[config.mk]
export PLATFORM = sky130hd
export DESIGN_NAME = vanilla_remote_load_wb
export DESIGN_NICKNAME = d
export VERILOG_FILES = /design/src/rtl/vanilla_remote_load_wb.sv
export SDC_FILE = /design/constraint.sdc
export NUM_CORES = 1
export LEC_CHECK = 0
export ABC_CLOCK_PERIOD_IN_PS = 6600
export BUFFER_PORTS_ARGS = -buffer_cell sky130_fd_sc_hd__buf_4
export CAP_MARGIN = 20
export CORE_ASPECT_RATIO = 0.9
export CORE_MARGIN = 5
export CORE_UTILIZATION = 53
export DETAILED_ROUTE_END_ITERATION = 6
export PLACE_DENSITY = 0.81
export SYNTH_ARGS = -nofsm -noshare
export SYNTH_HDL_FRONTEND = slang
export SYNTH_SLANG_ARGS = --single-unit
export TNS_END_PERCENT = 50
[constraint.sdc]
create_clock -name clk_i -period 6.6 [get_ports clk_i]
set_input_delay 1.32 -clock clk_i [delete_from_list [all_inputs] [get_ports clk_i]]
set_output_delay 1.32 -clock clk_i [all_outputs]
set_load 0.02 [all_outputs]
[src/rtl/vanilla_remote_load_wb.sv]
// Buffers remote load responses and presents them as writebacks
// to the integer or FP register file write ports, in arrival order.
//
// Ports:
//   clk_i, reset_i          clock, synchronous active-high reset
//   resp_v_i, resp_i        incoming response {float_wb, reg_id,
//                           is_unsigned_op, is_byte_op, is_hex_op,
//                           part_sel[1:0], data[31:0]}
//   resp_ready_o            buffer has room (independent of dequeue)
//   int_wb_v_o/_reg_id_o/_data_o, int_wb_yumi_i
//                           integer RF writeback, aligned and extended
//   float_wb_v_o/_reg_id_o/_data_o, float_wb_yumi_i
//                           FP RF writeback, raw word
//   count_o, empty_o        occupancy
module vanilla_remote_load_wb #(
    parameter int els_p          = 2,
    parameter int reg_id_width_p = 5,
    parameter int data_width_p   = 32,
    localparam int ptr_width_lp  = (els_p > 1) ? $clog2(els_p) : 1,
    localparam int cnt_width_lp  = $clog2(els_p + 1),
    localparam int resp_width_lp = reg_id_width_p + 6 + data_width_p
) (
    input  logic                      clk_i,
    input  logic                      reset_i,

    input  logic                      resp_v_i,
    input  logic [resp_width_lp-1:0]  resp_i,
    output logic                      resp_ready_o,

    output logic                      int_wb_v_o,
    output logic [reg_id_width_p-1:0] int_wb_reg_id_o,
    output logic [data_width_p-1:0]   int_wb_data_o,
    input  logic                      int_wb_yumi_i,

    output logic                      float_wb_v_o,
    output logic [reg_id_width_p-1:0] float_wb_reg_id_o,
    output logic [data_width_p-1:0]   float_wb_data_o,
    input  logic                      float_wb_yumi_i,

    output logic [cnt_width_lp-1:0]   count_o,
    output logic                      empty_o
);

    typedef struct packed {
        logic                      float_wb;
        logic [reg_id_width_p-1:0] reg_id;
        logic                      is_unsigned_op;
        logic                      is_byte_op;
        logic                      is_hex_op;
        logic [1:0]                part_sel;
        logic [data_width_p-1:0]   data;
    } resp_s;

    resp_s                   mem_q [els_p];
    logic [ptr_width_lp-1:0] wr_ptr_q, wr_ptr_d;
    logic [ptr_width_lp-1:0] rd_ptr_q, rd_ptr_d;
    logic [cnt_width_lp-1:0] count_q, count_d;

    resp_s head;
    logic  empty;
    logic  enq;
    logic  deq;

    assign empty        = (count_q == '0);
    assign resp_ready_o = (count_q != cnt_width_lp'(els_p));
    assign enq          = resp_v_i & resp_ready_o;
    assign head         = mem_q[rd_ptr_q];

    assign int_wb_v_o   = ~empty & ~head.float_wb;
    assign float_wb_v_o = ~empty &  head.float_wb;

    // A yumi on the port that is not presenting is ignored.
    assign deq = (int_wb_v_o   & int_wb_yumi_i)
               | (float_wb_v_o & float_wb_yumi_i);

    // Pointer / count next state. els_p is a power of two, so the
    // pointers wrap naturally at their width.
    always_comb begin
        wr_ptr_d = wr_ptr_q;
        rd_ptr_d = rd_ptr_q;
        count_d  = count_q;
        if (enq) begin
            wr_ptr_d = wr_ptr_q + ptr_width_lp'(1);
        end
        if (deq) begin
            rd_ptr_d = rd_ptr_q + ptr_width_lp'(1);
        end
        unique case ({enq, deq})
            2'b10:   count_d = count_q + cnt_width_lp'(1);
            2'b01:   count_d = count_q - cnt_width_lp'(1);
            default: count_d = count_q;
        endcase
    end

    always_ff @(posedge clk_i) begin
        if (reset_i) begin
            wr_ptr_q <= '0;
            rd_ptr_q <= '0;
            count_q  <= '0;
        end else begin
            wr_ptr_q <= wr_ptr_d;
            rd_ptr_q <= rd_ptr_d;
            count_q  <= count_d;
        end
    end

    // Storage is not reset; validity is tracked by count_q alone.
    always_ff @(posedge clk_i) begin
        if (enq & ~reset_i) begin
            mem_q[wr_ptr_q] <= resp_s'(resp_i);
        end
    end

    // Integer load alignment and extension.
    logic [7:0]              byte_sel;
    logic [15:0]             half_sel;
    logic [data_width_p-1:0] int_data;
    logic                    sext;

    always_comb begin
        byte_sel = '0;
        unique case (head.part_sel)
            2'd0: byte_sel = head.data[7:0];
            2'd1: byte_sel = head.data[15:8];
            2'd2: byte_sel = head.data[23:16];
            2'd3: byte_sel = head.data[31:24];
            default: byte_sel = '0;
        endcase

        // Half-word select uses part_sel[1] only.
        half_sel = head.part_sel[1]
                 ? head.data[31:16]
                 : head.data[15:0];

        sext     = 1'b0;
        int_data = head.data;
        if (head.is_byte_op) begin
            sext     = ~head.is_unsigned_op & byte_sel[7];
            int_data = {{(data_width_p-8){sext}}, byte_sel};
        end else if (head.is_hex_op) begin
            sext     = ~head.is_unsigned_op & half_sel[15];
            int_data = {{(data_width_p-16){sext}}, half_sel};
        end
    end

    assign int_wb_reg_id_o   = int_wb_v_o   ? head.reg_id : '0;
    assign int_wb_data_o     = int_wb_v_o   ? int_data    : '0;
    assign float_wb_reg_id_o = float_wb_v_o ? head.reg_id : '0;
    assign float_wb_data_o   = float_wb_v_o ? head.data   : '0;

    assign count_o = count_q;
    assign empty_o = empty;

    yumi_when_empty_a: assert property (
        @(posedge clk_i) disable iff (reset_i)
        !(empty & (int_wb_yumi_i | float_wb_yumi_i))
    ) else $error("yumi asserted while buffer empty");

    both_yumi_a: assert property (
        @(posedge clk_i) disable iff (reset_i)
        !(int_wb_yumi_i & float_wb_yumi_i)
    ) else $error("int and float yumi asserted together");

endmodule

* After elaboration in Yosys (flattened, before gate mapping)
Memories as Yosys holds them, arrays and structs flattened. A register that Yosys moved wholly into a read port is not among the register bits.
Index checks and enable logic that the tools add are counted.
** Word-level totals
- Register bits after elaboration :: 4
- Bits in writable memories :: 86
- Input bits :: 48
- Output and inout port bits :: 80
- Logic and storage cells :: 43
- Memories kept :: 1
** Memory list
- mem_q :: words 2, bits a word 43, rd ports 1, clocked after Yosys merged registers in 1, wr ports 1, line 54 : resp_s mem_q [els_p];
** Cells by class
- Add/subtract/negate cells :: 4
- Equality and inequality tests :: 6
- Muxes and demuxes :: 13
- Bitwise logic cells :: 13
- Reductions and logical operators :: 3
** Operators by type and width (number)
- $mux W32 :: 4
- $pmux W8 S4 :: 1
- $mux W16 :: 1
- $mux W5 :: 2
- $and A1 B1 Y1 :: 8
- $eq A2 B2 Y1 const B :: 3
- $eq A2 B1 Y1 const B :: 2
- $logic_not A2 Y1 :: 2
- $mux W1 :: 4
- $not A1 Y1 :: 4
- $pmux W2 S2 :: 1
- $add A1 B1 Y1 const B :: 2
- $add A2 B1 Y2 const B :: 1
- $ne A2 B2 Y1 const B :: 1
- $reduce_bool A2 Y1 :: 1
- $sub A2 B1 Y2 const B :: 1
- $or A1 B1 Y1 :: 1

* Logic depth before layout (Yosys ltp)
Gate-level depths: netlist of the first run.
- Word-level depth :: 7
- Mapped depth :: 10
- Depth with buffers taken out :: 7

* Least setup slack after synthesis of the first run
No wires, ideal clock.
- Path type :: input-to-reg
- Start point :: input resp_v_i
- End point :: memory mem_q[1][0] (netlist bit) (enable)
- Library setup time :: 0.506 ns
- Arrival :: 4.621 ns
- Required time :: 6.094 ns
- Setup slack :: 1.473 ns
- Stages :: 2
- Buffers on the path :: 0
- Cell sequence :: nand2_1 -> nor3b_1
** Between the ends
- Longest elaborated chain between the ends :: 4
** RTL lines
- start: declaration :: line 26 : input logic resp_v_i,
- $and A1 B1 Y1 :: line 66 : assign enq = resp_v_i & resp_ready_o;
- $and A1 B1 Y1 :: line 109 : if (enq & ~reset_i) begin
- $mux W1 :: line 109
- $mux W1 (implied by the code) :: line 110 : mem_q[wr_ptr_q] <= resp_s'(resp_i);
- end: declaration :: line 54
No other way between the ends.

==> flow_summary.yaml, run 1 <==
pwr:
  power_density_nw_per_um2: 374
  p_seq_share_pct: 33.5
  p_int_mw: 1.29
  p_leak_nw: 2.24
  ir_drop_uv: 188
  switching_share_pct: 41.1
  finalPower_mw: 2.19
  clkPwrFrac_pct: 16.8
  combPwrFrac_pct: 49.7
  p_switching_mw: 0.900
setup_path:
  r2r_slack_ns: 3.84
  crit_type: "reg2out"
  crit_path_end: "int_wb_data_o[16]"
  slowest_stage: "mux2i_4"
  crit_cells: 6
  reg2reg_depth: 7
  crit_required_ns: 5.28
  path_buf_inv: 2
  cp_max_fo: 17
  arrival_ns: 3.52
  r2r_end: "count_o[1]"
  cpMostUsedCell: "buf_4"
  crit_path_max_incr_delay_ns: 0.79
  cpLargestDelayFamily: "multiplexers"
  endpoint_kind: "primary output"
  crit_chain: "mux2i_4, mux2i_1, a221oi_4, buf_4, a211oi_2, buf_4"
  critPathLaunchType: "flop"
synthesis:
  ys_seq_area_share_pct: 57.6
  synth_area_um2: 4660
  async_reset_ff_share_pct: 0
  synthAdderAreaFrac_pct: 0.269
  synth_simple_gate_area_share_pct: 9.96
  synth_top_family_by_area: "multiplexers"
  synth_flop_cell: "edfxtp_1"
  syn-num-nets: 398
  syn_inst: 349
  synth_mux_area_share_pct: 16.7
  synth-compound-area-share_pct: 11.0
  ys_ff_latch: 91
  synth_area_per_cell_um2: 13.4
  synth_edf_count: 86
  synthXorXnorAreaFrac_pct: 0.564
  yosys_warnings: 0
  synth.distinct_cells: 45
placement:
  pre_cts_ws_ns: 2.19
  place.gp.congestion: 0.847
  hpwlAfterDp_um: 8570
  port_buffers: 127
worst_hold_path:
  worstHoldStart: "count_o[1]"
  min_path_type: "reg2reg"
detailed_routing:
  drtIter0Drc: 316
  ant_nets: 0
  wl_per_cell_um: 19.8
  firstDrtPassIters: 4
  drc_errors: 0
  viasPerCell: 5.59
  wirelength_um: 11800
  vias: 3324
cells_and_area:
  nNetsFinal: 520
  drive_gt1_share_pct: 39.7
  fillCellCount: 642
  final_common_cell: "buf_4"
  num_antenna_cells: 0
  final_cell_mix: "buf_4, edfxtp_1, mux2i_1"
  areaGrowthSynthToFinish_pct: 25.8
  multi_input_comb_area_um2: 1810
  regArea_um2: 2680
floorplanning:
  pin_count: 128
  core-area_um2: 8570
  core.rowCount: 32
  die_h_um: 99.0
  start_util_pct: 54.4
  die_x_um: 109
  dieArea_um2: 10800
global_routing:
  grt_pass1_vias: 3469
  grt_pass1_wl_um: 18600
  grt_use_total_pct: 22.6
  antenna_found_initial: 0
  grt_max_degree: 44
  grt.overflow.total: 0
cts:
  post-cts-setup-buffers: 0
  postCtsHoldBufs: 0
  h-tree-depth: 3
  clk_path_buf_depth: 2
  clkLatencyLatePin_ns: 0.35
  clock-root-buffer: "clkbuf_8"
  clk_pin_slew_ns: 0.08
  cts.sinks: 91
  cts_resized: 0
  cts_tree: "yes"
  cts_buffers: 9
timing:
  fin_ws_ns: 1.76
  finalSetupTns_ns: 0
  relSlewSlack_pct: 29.5
  max_slew.worst_pin.slew_ns: 1.06
  rsz0062_at_grt: "no"
  finalSetupViolCount: 0
  hold_viol: 0
  slew_violations: 0
  period_minus_slack_ns: 4.84
  worst_clock_skew_ns: 0.00469
  fmaxAchievable_mhz: 207
  fin_crit_sh_pct: 73.3
status:
  outcome: "finished, final reports clean"
flow_run:
  drv_cap: 0
[synthesized netlist by cell type, drive strengths merged, types with 2 or more instances]
cell    instances  area (µm²)
mux2           10         113
nand3b          2        18.8
and3b           2        17.5
a21boi          2        15.0
o31ai           6        45.0
mux2i          64         666
dfxtp           5         100
a21oi          16        83.8
edfxtp         86        2580
inv             5        18.8
o32ai           2        17.5
buf            19         148
nand3           6        35.0
nor3            9        45.0
nor2           44         165
nand2b         18         113
xor2            2        17.5
a211oi         25         288
nand2           6        25.0
clkbuf          4        15.0
and3            2        12.5
o21ai           3        15.0
[metal layers]
layer,GRT usage [%],vias to the layer above,wire [µm]
met4,6.12,0,210
met5,0,-,0
met1,29.9,1594,4710
met3,5.37,17,934
met2,37.3,154,5940
li1,-,1559,-
[layout make-up]
cell class / count / share of cell area (%)
Clock inverter: 6 / 1.09
Inverter: 5 / 0.320
Sequential cell: 91 / 45.8
Tap cell: 119 / 2.54
Clock buffer: 10 / 2.18
Multi-Input combinational cell: 230 / 30.9
Timing Repair Buffer: 134 / 17.2
[tightest hold or removal path, stage by stage, from the launching register on]
cell and delay [ns]:
dfxtp_1 0.35, o21ai_0 0.08, a21oi_1 0.06
[power by group through the flow]
stage	clock (mW)	sequential [mW]	combinational [mW]
global placement	0	0.743	1.06
detailed placement	0	0.748	1.09
floorplan	0	0.738	0.744
CTS	0.372	0.734	1.09
finish	0.367	0.734	1.09
global route	0.398	0.742	1.16
[stage by stage]
step	util [%]	instance area (µm²)	cells	hold slack, ns
finish	68.4	5860	595	0.526
global route	68.4	5860	595	0.591
CTS	68.4	5860	595	0.530
detailed placement	66.2	5670	579	0.518
global placement	66.0	5660	578	0.495
floorplan	-	4660	349	0.494
[worst min path at each step]
stage	endpoint	slack [ns]	cells past startpoint
after floorplan	wr_ptr_q	0.49	2
final	count_o[1]	0.53	2
after detailed placement	count_o[1]	0.52	2
after global placement	count_o[1]	0.50	2
after global routing	count_o[1]	0.59	2
after CTS	count_o[1]	0.53	2
[cells by family after synthesis]
| kind of cell | after synthesis |
|---|---|
| flip-flops | 91 |
| XOR/XNOR | 3 |
| AND/OR/NAND/NOR | 94 |
| buffers and inverters | 28 |
| adder cells (fa/ha/maj) | 1 |
| multiplexers | 74 |
| AO/OA/AOI/OAI | 58 |
[registers in the layout (all words and copies together) (netlist names), named ones only]
name,cells
wr_ptr_q,1
count_o,2
mem_q,86
rd_ptr_q,1
Note: power is estimated with default switching activity, not from simulation.
==> run 2: changes to the inputs <==
--- a/config.mk
+++ b/config.mk
@@ -5,7 +5,7 @@
 export SDC_FILE = /design/constraint.sdc
 export NUM_CORES = 1
 export LEC_CHECK = 0
-export ABC_CLOCK_PERIOD_IN_PS = 6600
+export ABC_CLOCK_PERIOD_IN_PS = 4900
 export BUFFER_PORTS_ARGS = -buffer_cell sky130_fd_sc_hd__buf_4
 export CAP_MARGIN = 20
 export CORE_ASPECT_RATIO = 0.9
==> constraint.sdc (replaced) <==
create_clock -name clk_i -period 4.9 [get_ports clk_i]
set_input_delay 0.98 -clock clk_i [delete_from_list [all_inputs] [get_ports clk_i]]
set_output_delay 0.98 -clock clk_i [all_outputs]
set_load 0.02 [all_outputs]
==> run 2 against run 1 <==
Effect of this change: setup slack worse by 0.92 ns; total power increased by 37%; non-clock buffer count grew 1; utilization up 0.38 points; final cell count rose by 0.17%; clock-buffer cell count is 1 lower; hold slack improved by 0.047 ns; register-to-register slack worse by 1.8 ns; global-route usage decreased by 1.3 points; critical path type unchanged; largest cell class unchanged.
==> flow_summary.yaml, run 2 (synthesis results as in run 1) <==
global_routing:
  grt_pass1_wl_um: 17300
  grt_use_met1_pct: 28.6
  top_usage_layer: "met2"
  grt_use_met3_pct: 4.39
  grt_use_met2_pct: 35.1
  grt_use_total_pct: 21.3
  grt_max_degree: 44
  antenna_found_initial: 0
  grt_pass1_vias: 3282
  grt.overflow.total: 0
setup_path:
  cpLargestDelayFamily: "buffers and inverters"
  path_buf_inv: 3
  arrival_ns: 3.08
  crit_path_max_incr_delay_ns: 0.68
  cp_max_fo: 20
  endpoint_kind: "primary output"
  crit_required_ns: 3.92
  reg2reg_depth: 7
  r2r_end: "count_o[1]"
  cpMostUsedCell: "buf_4"
  crit_type: "reg2out"
  crit_chain: "mux2i_4, buf_4, mux2i_1, a221oi_4, buf_4, a211oi_1, buf_4"
  r2r_slack_ns: 2.04
  critPathLaunchType: "flop"
  slowest_stage: "dfxtp_2"
cts:
  h-tree-depth: 3
  cts_buffers: 9
  cts_resized: 0
  clock-root-buffer: "clkbuf_8"
  cts_tree: "yes"
  clk_path_buf_depth: 2
  clk_pin_slew_ns: 0.09
  post-cts-setup-buffers: 0
  postCtsHoldBufs: 0
  clkLatencyLatePin_ns: 0.35
  cts.sinks: 91
placement:
  port_buffers: 127
  pre_cts_ws_ns: 1.25
  dp.cells: 580
  place.gp.congestion: 0.816
  placed_area_um2: 5670
  hpwlAfterDp_um: 8240
pwr:
  power_density_nw_per_um2: 509
  clkPwrFrac_pct: 18.4
  p_int_mw: 1.79
  switching_share_pct: 40.3
  finalPower_mw: 3.00
  ir_drop_uv: 312
  p_seq_share_pct: 33.0
  p_switching_mw: 1.21
  p_leak_nw: 2.26
  combPwrFrac_pct: 48.6
timing:
  finalSetupViolCount: 0
  rsz0062_at_grt: "no"
  max_slew.worst_pin.slew_ns: 1.01
  period_minus_slack_ns: 4.06
  worst_clock_skew_ns: 0.00770
  fin_crit_sh_pct: 82.9
  fmaxAchievable_mhz: 246
  relSlewSlack_pct: 32.9
  slew_violations: 0
  finalSetupTns_ns: 0
  hold_viol: 0
  fin_ws_ns: 0.837
detailed_routing:
  vias: 3336
  firstDrtPassIters: 5
  wl_per_cell_um: 19.2
  ant_nets: 0
  drc_errors: 0
  drtIter0Drc: 281
  wirelength_um: 11500
  viasPerCell: 5.60
floorplanning:
  die_h_um: 99.0
  dieArea_um2: 10800
  core.rowCount: 32
  die_x_um: 109
  pin_count: 128
  start_util_pct: 54.4
  core-area_um2: 8570
cells_and_area:
  regMostFlops: "mem_q"
  final_common_cell: "buf_4"
  drive_gt1_share_pct: 39.6
  largest_reg_flops: 86
  nNetsFinal: 521
  num_antenna_cells: 0
  final_cell_mix: "buf_4, edfxtp_1, mux2i_1"
  areaGrowthSynthToFinish_pct: 26.5
  instances_no_fill: 596
  fin_area_um2: 5890
worst_hold_path:
  worstHoldStart: "wr_ptr_q"
  hold-path-cell-count: 2
  hold_end: "wr_ptr_q"
  min_path_type: "reg2reg"
status:
  outcome: "finished, final reports clean"
flow_run:
  drv_cap: 0
run 2: changes by cell type in the layout (fill, tap and decap cells not counted), sizes merged:
cell,previous run,this run
clkinvlp,2,1
bufinv,1,2
buf,134,135
inv,6,7
clkbuf,10,9
run 2: worst max path at each step:
stage	endpoint	slack [ns]	cells past startpoint
3_5_place_dp	int_wb_data_o[20]	1.25	7
5_1_grt	int_wb_data_o[8]	0.65	7
4_1_cts	int_wb_data_o[8]	0.85	7
6_report	int_wb_data_o[8]	0.84	7
3_3_place_gp	int_wb_data_o[3]	1.27	6
2_1_floorplan	mem_q[1][0]	0.11	2
run 2: cell type report:
cell class / instances / area, µm²
Tap cell: 119 / 149
Inverter: 5 / 18.8
Clock inverter: 7 / 100
Clock buffer: 9 / 124
Fill cell: 651 / 2670
Timing Repair Buffer: 135 / 1010
Multi-Input combinational cell: 230 / 1810
Sequential cell: 91 / 2680
run 2: worst register-to-register path: stages, from the launching register on:
cell,delay (ns)
dfxtp_2,0.68
buf_4,0.58
mux2_1,0.44
nand3_1,0.13
nand2_1,0.09
ha_1,0.33
or3_1,0.36
a21oi_1,0.17
run 2: power by group through the flow:
stage | combinational (mW) | sequential [mW] | clock, mW
after floorplan | 1.00 | 0.994 | 0
after global placement | 1.43 | 1.00 | 0
after detailed placement | 1.45 | 1.01 | 0
after CTS | 1.46 | 0.991 | 0.561
after global routing | 1.56 | 1.00 | 0.597
final | 1.46 | 0.991 | 0.552
run 2: through the flow:
| step | hold WS (ns) | util, % |
|---|---|---|
| 2_1_floorplan | 0.494 | - |
| 3_3_place_gp | 0.495 | 66.2 |
| 3_5_place_dp | 0.548 | 66.2 |
| 4_1_cts | 0.583 | 68.8 |
| 5_1_grt | 0.627 | 68.8 |
| 6_report | 0.573 | 68.8 |
run 2: routing by layer:
metal	vias to the layer above	part of all wire (%)
met5	-	0
met2	149	50
met4	0	0.88
met1	1608	40
li1	1567	-
met3	12	8.9
==> run 3: changes to the inputs <==
--- a/config.mk
+++ b/config.mk
@@ -5,14 +5,14 @@
 export SDC_FILE = /design/constraint.sdc
 export NUM_CORES = 1
 export LEC_CHECK = 0
-export ABC_CLOCK_PERIOD_IN_PS = 4900
+export ABC_CLOCK_PERIOD_IN_PS = 3470
 export BUFFER_PORTS_ARGS = -buffer_cell sky130_fd_sc_hd__buf_4
 export CAP_MARGIN = 20
 export CORE_ASPECT_RATIO = 0.9
 export CORE_MARGIN = 5
-export CORE_UTILIZATION = 53
+export CORE_UTILIZATION = 48
 export DETAILED_ROUTE_END_ITERATION = 6
-export PLACE_DENSITY = 0.81
+export PLACE_DENSITY = 0.77
 export SYNTH_ARGS = -nofsm -noshare
 export SYNTH_HDL_FRONTEND = slang
 export SYNTH_SLANG_ARGS = --single-unit
==> constraint.sdc (replaced) <==
create_clock -name clk_i -period 3.47 [get_ports clk_i]
set_input_delay 0.694 -clock clk_i [delete_from_list [all_inputs] [get_ports clk_i]]
set_output_delay 0.694 -clock clk_i [all_outputs]
set_load 0.02 [all_outputs]
==> run 3 against run 2 <==
Effect of this change: critical path depth did not move; first-iteration DRC count down 20%; global-route usage shrank 1.3 points; design area increased by 1.6%; non-clock buffer count up 8; total power increased by 43%; sequential share of layout area shrank 0.66 points; combinational power is 45% higher; routed wire length increased by 1.6%; critical path type unchanged.
==> flow_summary.yaml, run 3 (synthesis results as in run 1) <==
detailed_routing:
  drc_errors: 0
  wl_per_cell_um: 19.1
  viasPerCell: 5.45
  firstDrtPassIters: 4
  ant_nets: 0
  drtIter0Drc: 226
  wirelength_um: 11600
  vias: 3332
timing:
  relSlewSlack_pct: 53.6
  rsz0062_at_grt: "no"
  slew_violations: 0
  max_slew.worst_pin.slew_ns: 0.676
  finalSetupViolCount: 0
  hold-worst-slack_ns: 0.517
  hold_viol: 0
  worst_clock_skew_ns: 0.0125
  period_minus_slack_ns: 3.24
  finalSetupTns_ns: 0
  fin_crit_sh_pct: 93.4
  fmaxAchievable_mhz: 309
global_routing:
  grt_pass1_vias: 3384
  grt_max_degree: 44
  grt.overflow.total: 0
  grt_pass1_wl_um: 18100
  grt_use_total_pct: 20.0
  antenna_found_initial: 0
worst_hold_path:
  hold-path-cell-count: 1
  min_path_type: "in2reg"
  hold_end: "mem_q[0][30]"
  worstHoldStart: "resp_i[30]"
pwr:
  switching_share_pct: 40.0
  combPwrFrac_pct: 49.2
  power_density_nw_per_um2: 717
  p_leak_nw: 2.31
  p_int_mw: 2.58
  p_switching_mw: 1.72
  ir_drop_uv: 317
  clkPwrFrac_pct: 18.2
  p_seq_share_pct: 32.6
  finalPower_mw: 4.29
flow_run:
  drv_cap: 0
cts:
  clk_path_buf_depth: 2
  clk_pin_slew_ns: 0.10
  cts_buffers: 9
  cts.sinks: 91
  clock-root-buffer: "clkbuf_8"
  h-tree-depth: 3
  clkLatencyLatePin_ns: 0.35
  postCtsHoldBufs: 0
  cts_tree: "yes"
floorplanning:
  dieArea_um2: 11800
  core-area_um2: 9570
  pin_count: 128
  die_x_um: 114
  start_util_pct: 48.7
  core.rowCount: 34
  die_h_um: 103
cells_and_area:
  final_common_cell: "buf_4"
  nNetsFinal: 529
  areaGrowthSynthToFinish_pct: 28.5
  drive_gt1_share_pct: 40.8
  num_antenna_cells: 0
  largest_reg_flops: 86
  fillCellCount: 743
  final_cell_mix: "buf_4, edfxtp_1, mux2i_1"
  regMostFlops: "mem_q"
setup_path:
  arrival_ns: 2.55
  cp_max_fo: 20
  endpoint_kind: "primary output"
  crit_type: "reg2out"
  r2r_slack_ns: 1.06
  reg2reg_depth: 7
  critPathLaunchType: "flop"
  r2r_end: "count_o[1]"
  crit_required_ns: 2.78
placement:
  port_buffers: 127
  hpwlAfterDp_um: 8540
  place.gp.congestion: 0.831
status:
  outcome: "finished, final reports clean"
-- run 3: power by group through the flow --
stage               clock network (mW)  logic [mW]  registers [mW]
CTS                              0.798        2.12            1.40
global route                     0.836        2.27            1.41
floorplan                            0        1.42            1.40
global placement                     0        2.07            1.41
finish                           0.782        2.11            1.40
detailed placement                   0        2.11            1.42
-- run 3: what timing repair did --
item | in CTS | in global routing
setup endpoints to repair | 0 | 22
buffers inserted | 0 | 0
resized for setup | 0 | 2
-- run 3: area by class of cell --
cell class	instances	area [µm²]	share of cell area (%)
clock buffers	9	124	2.07
repair buffers	143	1090	18.2
well taps	126	158	2.63
inverters	5	18.8	0.313
clock inverters	7	98.8	1.65
flip-flops and latches	91	2690	44.9
multi-input cells	230	1810	30.3
-- run 3: worst max path at each step --
| stage | slack (ns) | cells past startpoint | to | startpoint |
|---|---|---|---|---|
| floorplan | -0.93 | 3 | mem_q[0][0] | count_o[0] |
| global placement | 0.47 | 7 | int_wb_data_o[21] | flop |
| detailed placement | 0.41 | 7 | int_wb_data_o[21] | flop |
| CTS | 0.02 | 7 | int_wb_data_o[21] | flop |
| global route | 0.06 | 7 | int_wb_data_o[21] | flop |
| finish | 0.23 | 7 | int_wb_data_o[21] | flop |
-- run 3: per-layer routing --
layer  up-vias  global-route usage (%)  share of wire [%]
li1       1578                       -                  -
met1      1605                    27.4                 43
met2       136                    32.1                 47
met3        13                    4.42                8.3
met4         0                    6.58                1.2
met5         -                       0                  0
-- run 3: stage by stage --
step                std cells  cell area (µm²)  setup slack, ns  util [%]
CTS                       611             5980           0.0175      62.5
global route              611             5990           0.0615      62.5
detailed placement        595             5760            0.412      60.2
global placement          595             5760            0.467      60.2
floorplan                 349             4660           -0.929         -
finish                    611             5990            0.230      62.5
-- run 3: critical path, cell delays in order, from the launching register on --
cell and delay [ns]:
dfxtp_4 0.53, buf_6 0.25, mux2i_1 0.27, mux2i_1 0.18
a221oi_4 0.45, buf_12 0.24, a211oi_2 0.07, buf_4 0.18
